===== config.mk =====
export PLATFORM = sky130hd
export DESIGN_NAME = shift_add_mult_ctrl
export DESIGN_NICKNAME = d
export VERILOG_FILES = /design/src/rtl/shift_add_mult_ctrl.sv
export SDC_FILE = /design/constraint.sdc
export NUM_CORES = 1
export LEC_CHECK = 0
export CAP_MARGIN = 10
export CORE_MARGIN = 2
export CORE_UTILIZATION = 47
export DETAILED_ROUTE_END_ITERATION = 10
export MAX_ROUTING_LAYER = met4
export PLACE_DENSITY = 0.77
export RECOVER_POWER = 25
export SYNTH_ARGS = -nofsm -noshare
export SYNTH_HDL_FRONTEND = slang
export SYNTH_SLANG_ARGS = --single-unit

===== constraint.sdc =====
create_clock -name clk -period 2 [get_ports clk]
set_clock_uncertainty 0.15 [all_clocks]
set_input_delay 0.4 -clock clk [delete_from_list [all_inputs] [get_ports clk]]
set_output_delay 0.4 -clock clk [all_outputs]
set_load 0.02 [all_outputs]

===== src/rtl/shift_add_mult_ctrl.sv =====
// -----------------------------------------------------------------------------
// shift_add_mult_ctrl
//   Sequential unsigned N x N shift-and-add multiplier. A single shared
//   full_adder_nbit performs one conditional add per cycle. The 2N-bit product
//   {ACC, Q} is returned through a valid/ready handshake.
//
//   Optional build macro: EARLY_TERM_EN
//     When defined, CALC finishes early once all unconsumed multiplier bits
//     are zero. The remaining shifts are collapsed into one barrel shift.
//     When undefined, latency is always exactly N cycles.
//
//   Parameters:
//     N            operand width (N >= 2), product is 2N bits
//
//   Ports:
//     clk          system clock, rising edge
//     rst_n        asynchronous active-low reset
//     start_valid  operands a/b valid
//     start_ready  block can accept operands (IDLE only)
//     a            multiplicand, sampled on accept
//     b            multiplier, sampled on accept
//     done_valid   product valid (DONE only)
//     done_ready   consumer accepts product
//     product      registered result {ACC, Q}, held until the next accept
//     busy         high in CALC or DONE
// -----------------------------------------------------------------------------

module full_adder_nbit #(
    parameter int unsigned N = 4
) (
    input  logic [N-1:0] a_i,
    input  logic [N-1:0] b_i,
    input  logic         cin_i,
    output logic [N-1:0] sum_o,
    output logic         cout_o,
    output logic         overflow_o
);

    assign {cout_o, sum_o} = {1'b0, a_i} + {1'b0, b_i} + {{N{1'b0}}, cin_i};
    // Two's-complement overflow: operands agree in sign, sum does not.
    assign overflow_o = (a_i[N-1] == b_i[N-1]) && (sum_o[N-1] != a_i[N-1]);

endmodule

module shift_add_mult_ctrl #(
    parameter int unsigned N = 4
) (
    input  logic           clk,
    input  logic           rst_n,
    input  logic           start_valid,
    output logic           start_ready,
    input  logic [N-1:0]   a,
    input  logic [N-1:0]   b,
    output logic           done_valid,
    input  logic           done_ready,
    output logic [2*N-1:0] product,
    output logic           busy
);

    localparam int unsigned CW = $clog2(N + 1);

    typedef enum logic [1:0] {
        IDLE,
        CALC,
        DONE
    } state_e;

    state_e           state_q, state_d;
    logic [N-1:0]     m_q, m_d;
    logic [2*N-1:0]   p_q, p_d;
    logic [CW-1:0]    cnt_q, cnt_d;

    logic [N-1:0]     acc;
    logic [N-1:0]     addend;
    logic [N-1:0]     sum;
    logic             cout;
    logic             adder_ovf_unused;
    logic [2*N-1:0]   p_step;

    assign acc    = p_q[2*N-1:N];
    assign addend = p_q[0] ? m_q : '0;

    full_adder_nbit #(
        .N (N)
    ) u_adder (
        .a_i        (acc),
        .b_i        (addend),
        .cin_i      (1'b0),
        .sum_o      (sum),
        .cout_o     (cout),
        .overflow_o (adder_ovf_unused)
    );

    // With a zero addend the adder passes ACC through with cout=0, so the
    // adder output is always the post-add {C, ACC}. The carry is shifted
    // straight into the product MSB, so no separate carry register is kept.
    assign p_step = {cout, sum, p_q[N-1:1]};

`ifdef EARLY_TERM_EN
    logic [N-1:0]     low_mask;
    logic             rest_zero;
    logic [2*N-1:0]   p_skip;

    // Mask of the cnt multiplier bits not yet consumed (P[cnt-1:0]).
    always_comb begin
        low_mask = '0;
        for (int unsigned i = 0; i < N; i++) begin
            low_mask[i] = (CW'(i) < cnt_q);
        end
    end

    assign rest_zero = ((p_q[N-1:0] & low_mask) == '0);
    assign p_skip    = p_q >> cnt_q;
`endif

    always_comb begin
        state_d = state_q;
        m_d     = m_q;
        p_d     = p_q;
        cnt_d   = cnt_q;
        unique case (state_q)
            IDLE: begin
                if (start_valid) begin
                    m_d     = a;
                    p_d     = {{N{1'b0}}, b};
                    cnt_d   = CW'(N);
                    state_d = CALC;
                end
            end
            CALC: begin
`ifdef EARLY_TERM_EN
                if (rest_zero) begin
                    p_d     = p_skip;
                    cnt_d   = '0;
                    state_d = DONE;
                end else begin
                    p_d   = p_step;
                    cnt_d = cnt_q - CW'(1);
                    if (cnt_q == CW'(1)) begin
                        state_d = DONE;
                    end
                end
`else
                p_d   = p_step;
                cnt_d = cnt_q - CW'(1);
                if (cnt_q == CW'(1)) begin
                    state_d = DONE;
                end
`endif
            end
            DONE: begin
                if (done_ready) begin
                    state_d = IDLE;
                end
            end
            default: begin
                state_d = IDLE;
            end
        endcase
    end

    always_ff @(posedge clk or negedge rst_n) begin
        if (!rst_n) begin
            state_q <= IDLE;
            m_q     <= '0;
            p_q     <= '0;
            cnt_q   <= '0;
        end else begin
            state_q <= state_d;
            m_q     <= m_d;
            p_q     <= p_d;
            cnt_q   <= cnt_d;
        end
    end

    assign start_ready = (state_q == IDLE);
    assign done_valid  = (state_q == DONE);
    assign busy        = (state_q != IDLE);
    assign product     = p_q;

endmodule


==> results of run 1 <==
-- through the flow --
stage	hold slack, ns	util, %	cells	instance area (µm²)	worst slack [ns]
2_1_floorplan	-0.04559	-	89	930.9	0.2354
3_3_place_gp	0.3157	61.59	138	1184	0.1642
3_5_place_dp	0.3408	61.59	138	1184	0.1540
4_1_cts	0.2757	62.96	142	1210	0.1125
5_1_grt	0.3920	62.76	142	1206	0.05855
6_report	0.3551	62.76	142	1206	0.1198
-- cell families after synthesis --
kind of cell / share of synthesized area [%]
muxes: 6.452
and+or+nand+nor: 16.13
buffers and inverters: 5.779
adders and majority gates: 10.21
DFF: 45.70
xor gates and xnor gates: 1.882
AOI/OAI and AO/OA: 13.84
-- worst min-delay path: stages, from the launching register on --
cell,delay (ns)
dfrtp_1,0.36
nand2_1,0.05
o21ai_0,0.07
-- cells in the mapped netlist --
| library cell | instances |
|---|---|
| a21o_1 | 2 |
| a21oi_1 | 6 |
| a22oi_1 | 1 |
| a31oi_1 | 1 |
| and2_1 | 3 |
| and2_4 | 1 |
| and2b_2 | 1 |
| and3b_1 | 2 |
| and3b_2 | 2 |
| buf_2 | 1 |
| buf_4 | 1 |
| buf_6 | 1 |
| dfrtp_1 | 17 |
| fa_1 | 1 |
| ha_1 | 6 |
| inv_1 | 8 |
| mux2_4 | 4 |
| nand2_1 | 12 |
| nand2b_1 | 2 |
| nand3b_1 | 1 |
| nor2_4 | 1 |
| o21ai_0 | 9 |
| o21ai_1 | 2 |
| o21bai_1 | 1 |
| o31ai_1 | 1 |
| xor2_1 | 2 |
-- area by class of cell --
class                           count  area share [%]
Timing Repair Buffer               25           19.50
Tap cell                           27           2.801
Clock buffer                        3           1.867
Inverter                            8           2.490
Sequential cell                    17           35.48
Clock inverter                      1          0.4149
Multi-Input combinational cell     61           37.45
-- sequential cells by signal (all words and copies together), names as in the netlist --
| signal | cells |
|---|---|
| m_q | 4 |
| cnt_q | 3 |
| state_q | 2 |
| product | 8 |
-- worst min path at each step --
stage             start    endpoint  slack, ns
5_1_grt          m_q[0]      m_q[0]       0.39
3_5_place_dp   cnt_q[1]    cnt_q[1]       0.34
2_1_floorplan     rst_n    cnt_q[0]      -0.05
3_3_place_gp   cnt_q[1]    cnt_q[1]       0.32
4_1_cts           rst_n  product[4]       0.28
6_report       cnt_q[1]    cnt_q[1]       0.36
-- power breakdown --
part | internal [µW] | switching, µW
clock | 74.5 | 110
combinational | 400 | 392
sequential | 495 | 130
-- metal layers --
metal | share of wire, % | global-route usage [%] | vias up | wire length, µm
met5 | 0 | - | - | 0
met4 | 1.7 | 7.143 | 0 | 29
met3 | 4.2 | 3.395 | 5 | 73
met2 | 45 | 27.31 | 17 | 781
met1 | 49 | 22.40 | 317 | 841
li1 | - | - | 351 | -
-- what timing repair did --
action | 4_1_cts | 5_1_grt
hold buffers | 0 | 0
gates resized for setup | 5 | 0
endpoints found under the setup margin | 3 | 0
==> results by group, run 1 <==
Outcome
  • Status: finished clean

Floorplanning
  • Die Width: 48.51 µm
  • Die area: 2353 µm²
  • Starting density of the core: 48.44%
  • Row cnt: 16
  • Ports: 23
  • Die Y: 48.51 µm
  • Core Region: 1922 µm²

Timing
  • Setup_tns: 0 ns
  • Rel. slew slack: 40.32%
  • Fin. max-slew vios: 0
  • Fin crit share: a little over nine tenths
  • Period minus WS final: 1.880 ns
  • RSZ-0062 raised after global routing: no
  • FMAX: 531.9 MHz
  • Worst slew pin tran: 0.8952 ns
  • Final setup violation count: 0
  • Fin. Hold Viols: 0

Setup path
  • Top delay family on crit path: flip-flops
  • Crit Path Class: flip-flop to output port
  • Flop2flop setup slack: 0.24 ns
  • FF-to-FF Start: product[0]
  • CP Cell Sequence: and2b_2 -> dlygate4sd2_1
  • R2R cell count: 8
  • Largest stage delay, worst path: 0.47 ns
  • CP Depth: 2
  • Buf+Inv Stages, Crit Path: 1
  • Worst Setup Start Kind: flip-flop
  • Slowest CP cell: dfrtp_2
  • Crit path launch: state_q[0]
  • Reg2Reg Capture Point: product[7]
  • CP Max Fanout: 8
  • Worst endpoint required time: 1.45 ns
  • Crit path capture type: output port
  • Worst setup path end: done_valid
  • Worst Path Arrival: 1.33 ns

Synth
  • Area share of the largest cell type after synthesis: between 40% and 50%
  • Sequential element share of the synthesized area: 45.70%
  • Register bit total from synthesis: 17
  • Syn avg cell area: 10.46 µm²
  • Mapped Area: roughly 930 µm²
  • Syn Inst Count: 89
  • Synth area leaders: dfrtp_1 (46%), ha_1 (8.1%), mux2_4 (6.5%)
  • Synth area leader: dfrtp_1
  • Syn nets: roughly 110
  • Synth cell types: 26
  • Synth warn: 0

Route
  • DRC: 0
  • TritonRoute pass-1 iters: 4
  • DRT iter0 DRCs: 5
  • DR vias/cell: 4.859
  • Drt wl/cell: 12.16 µm
  • WL final: 1.727 mm
  • Detailed-route via count: 690
  • Number of nets with antenna violations after routing: 0

Finish
  • Area Overhead vs Synth: 29.57%
  • Multi-input logic area: between 400 and 500 µm²
  • Share of cells above drive strength 1: 14.78%
  • ANT cells: 0
  • Fill count: 177
  • Sequential cell area: 427.9 µm²
  • Most frequent cells in the layout: clkdlybuf4s50_1 (18), dfrtp_1 (15), nand2_1 (12)
  • Commonest non-fill, non-tap cell in the layout: clkdlybuf4s50_1
  • Nets@finish: about 140

Global routing
  • Global route overflow: 0
  • Largest net degree at the start of global routing: 18
  • Initial antenna violation count: 0
  • Vias in the first global route: 672
  • Global-route wire length before repair: 3.111 mm
  • Overall Global Routing Usage: 17.43%

Clocking
  • TritonCTS buffer count: 3
  • Post-CTS setup buffer count: 0
  • Root Buffer: clkbuf_4
  • Worst-Skew Late Latency: roughly 0.29 ns
  • Number of clock sinks: 17
  • Clk buf depth: 2
  • Max H-tree Level: 1
  • CTS tree: built
  • Clk slew on worst S/H paths: 0.10 ns

Worst hold path
  • WHS Path Cells: 2
  • HP Class: flip-flop to flip-flop

Flow run
  • Max-cap violations: 0

Power
  • Lkg Pwr: between 0.0005 and 0.0006 µW
  • Peak VDD IR: 844.6 µV
  • Tot Pwr: 1602 µW
  • PD cells: roughly 1300 nW/µm²

Placement
  • GP Congestion: around 0.78
  • Detailed Place HPWL: approximately 1.4 mm
  • IO buf count: 22
Power figures use the tool's default switching activity.
==> run 2, diff against run 1 <==
--- a/config.mk
+++ b/config.mk
@@ -9,6 +9,7 @@
 export CORE_MARGIN = 2
 export CORE_UTILIZATION = 47
 export DETAILED_ROUTE_END_ITERATION = 10
+export GPL_TIMING_DRIVEN = 0
 export MAX_ROUTING_LAYER = met4
 export PLACE_DENSITY = 0.77
 export RECOVER_POWER = 25
==> run 2 against run 1 <==
  * Register-to-register slack worse by 0.04 ns
  * Clock power is 3% lower
  * Wire length is 7.6% higher
  * Worst setup slack worse by 0.023 ns
  * Core utilization is 0.26 points lower
  * Sequential share of layout area is 0.060 points lower
  * Maximum frequency is 1.2% lower
  * Critical path type unchanged
  * Critical endpoint unchanged
  * Largest power group unchanged
==> results by group, run 2 (same netlist as run 1, synthesis figures left out) <==
Outcome
  • Status: finished clean (unchanged)

Power
  • Psw: 640.4 µW (was 632.6 µW)
  • Peak VDD IR: 754.3 µV (was 844.6 µV)
  • Logic pwr share: 50.9% (was 49.5%)
  • Clk pwr share: 11.2% (was 11.5%)
  • PD cells: 1335 nW/µm² (was 1328 nW/µm²)
  • P_int: 962.7 µW (was 969.4 µW)
  • Lkg Pwr: 0.0005876 µW (was 0.0005848 µW)
  • Sw Ratio: 39.95% (was 39.49%)
  • Tot Pwr: 1603 µW (was 1602 µW)
  • Reg power frac: 37.9% (was 39.1%)

Finish
  • Share of cells above drive strength 1: 13.04% (was 14.78%)
  • Most frequent cells in the layout: clkdlybuf4s50_1 (18), dfrtp_1 (17), nand2_1 (12) (was clkdlybuf4s50_1 (18), dfrtp_1 (15), nand2_1 (12))
  • Commonest non-fill, non-tap cell in the layout: clkdlybuf4s50_1 (unchanged)
  • ANT cells: 0 (unchanged)
  • Area Overhead vs Synth: 29.03% (was 29.57%)
  • Max reg flops: 8 (unchanged)
  • Nets@finish: 135 (unchanged)
  • Fill count: 178 (was 177)

Clocking
  • Number of clock sinks: 17 (unchanged)
  • Worst-Skew Late Latency: 0.29 ns (about the same)
  • Max H-tree Level: 1 (unchanged)
  • Cts repair resizes: 3 (was 5)
  • TritonCTS buffer count: 3 (unchanged)
  • Hold-fix buffers, CTS: 0 (unchanged)
  • CTS tree: built (unchanged)
  • Post-CTS setup buffer count: 0 (unchanged)
  • Root Buffer: clkbuf_4 (unchanged)
  • Clk buf depth: 2 (unchanged)
  • Clk slew on worst S/H paths: 0.10 ns (about the same)

Setup path
  • Crit Path Class: flip-flop to output port (unchanged)
  • Slowest CP cell: dfrtp_1 (was dfrtp_2)
  • CP Max Fanout: 10 (was 8)
  • Worst Path Arrival: 1.35 ns (was 1.33 ns)
  • Reg2Reg Capture Point: product[7] (unchanged)
  • CP Cell Sequence: buf_4 -> and2b_2 -> dlygate4sd2_1 (was and2b_2 -> dlygate4sd2_1)
  • Flop2flop setup slack: 0.20 ns (was 0.24 ns)
  • FF-to-FF Start: product[0] (unchanged)
  • Crit path capture type: output port (unchanged)
  • Worst Setup Start Kind: flip-flop (unchanged)
  • R2R cell count: 8 (unchanged)
  • Largest stage delay, worst path: 0.38 ns (was 0.47 ns)
  • Worst endpoint required time: 1.45 ns (about the same)

Route
  • WL final: 1.859 mm (was 1.727 mm)
  • Drt wl/cell: 13.09 µm (was 12.16 µm)
  • Number of nets with antenna violations after routing: 0 (unchanged)
  • DRT iter0 DRCs: 9 (was 5)
  • TritonRoute pass-1 iters: 4 (unchanged)
  • Detailed-route via count: 703 (was 690)
  • DR vias/cell: 4.951 (was 4.859)
  • DRC: 0 (unchanged)

Timing
  • RSZ-0062 raised after global routing: no (unchanged)
  • Final setup violation count: 0 (unchanged)
  • FMAX: 525.5 MHz (was 531.9 MHz)
  • Fin. max-slew vios: 0 (unchanged)
  • Period minus WS final: 1.903 ns (was 1.880 ns)
  • Fin crit share: 95.15% (was 94.01%)
  • Worst slew pin tran: 0.7728 ns (was 0.8952 ns)
  • Fin. Hold Viols: 0 (unchanged)
  • Setup_tns: 0 ns (unchanged)
  • Rel. slew slack: 48.31% (was 40.32%)

Placement
  • Detailed Place HPWL: 1.408 mm (was 1.364 mm)
  • GP Congestion: 0.7953 (was 0.7840)
  • IO buf count: 22 (unchanged)

Worst hold path
  • Worst Hold Launch: cnt_q[1] (unchanged)
  • Worst Hold End: cnt_q[1] (unchanged)
  • HP Class: flip-flop to flip-flop (unchanged)
  • WHS Path Cells: 2 (unchanged)

Floorplanning
  • Row cnt: 16 (unchanged)
  • Die Y: 48.51 µm (unchanged)
  • Die Width: 48.51 µm (unchanged)
  • Starting density of the core: 48.44% (unchanged)
  • Ports: 23 (unchanged)
  • Core Region: 1922 µm² (unchanged)
  • Die area: 2353 µm² (unchanged)

Global routing
  • Largest net degree at the start of global routing: 18 (unchanged)
  • Vias in the first global route: 737 (was 672)
  • Global-route wire length before repair: 3.318 mm (was 3.111 mm)
  • Global route overflow: 0 (unchanged)
  • Overall Global Routing Usage: 18.61% (was 17.43%)
  • Initial antenna violation count: 0 (unchanged)

Flow run
  • Max-cap violations: 0 (unchanged)
## run 2: cell counts in the layout (fill, tap and decap cells not counted)
Identical to the previous run, type by type.
## run 2: how the worst max path moves through the flow
| stage | from | to | slack [ns] | cells past startpoint |
|---|---|---|---|---|
| 2_1_floorplan | product[0] | product[7] | 0.24 | 8 |
| 3_3_place_gp | state_q[0] | done_valid | 0.16 | 2 |
| 3_5_place_dp | state_q[0] | done_valid | 0.15 | 2 |
| 4_1_cts | state_q[0] | done_valid | 0.08 | 2 |
| 5_1_grt | state_q[0] | done_valid | 0.02 | 2 |
| 6_report | state_q[1] | done_valid | 0.1 | 3 |
## run 2: through the flow
step / util (%) / instance area [µm²] / setup slack [ns] / cells / hold WS, ns
global placement: 61.65 / 1185 / 0.1623 / 138 / 0.3144
floorplan: - / 930.9 / 0.2354 / 89 / -0.04559
detailed placement: 61.65 / 1185 / 0.1526 / 138 / 0.3238
finish: 62.50 / 1201 / 0.09698 / 142 / 0.3505
global route: 62.50 / 1201 / 0.02012 / 142 / 0.3816
CTS: 62.89 / 1209 / 0.07619 / 142 / 0.3478
## run 2: per-layer routing
metal  vias to the layer above  track usage, %  wire length [µm]
li1                        349               -                 -
met5                         -               -                 0
met4                         0           2.381                 0
met2                        14           30.79               944
met1                       340           22.86               842
met3                         0           6.481                73
## run 2: power groups by stage
| stage | clock network, µW | logic, µW | registers (µW) |
|---|---|---|---|
| finish | 179 | 816 | 608 |
| global route | 203 | 911 | 630 |
| CTS | 187 | 837 | 607 |
| detailed placement | 0 | 850 | 611 |
| global placement | 0 | 818 | 609 |
| floorplan | 0 | 496 | 656 |
## run 2: final cells by class
cell class | count | area (µm²) | area share, %
sequential | 17 | 425.4 | 35.42
clock inverter | 1 | 5.005 | 0.4167
buffer | 3 | 16.27 | 1.354
clock buffer | 3 | 22.52 | 1.875
tap | 27 | 33.78 | 2.813
multi-input combinational | 61 | 451.7 | 37.60
inverter | 8 | 30.03 | 2.500
timing repair buffer | 22 | 216.5 | 18.02
## run 2: critical path: cells and delay by family, from the launching register on
family	cells	cell delay, ns
buffers and inverters	2	0.49
flip-flops	1	0.38
AND/OR/NAND/NOR	1	0.20
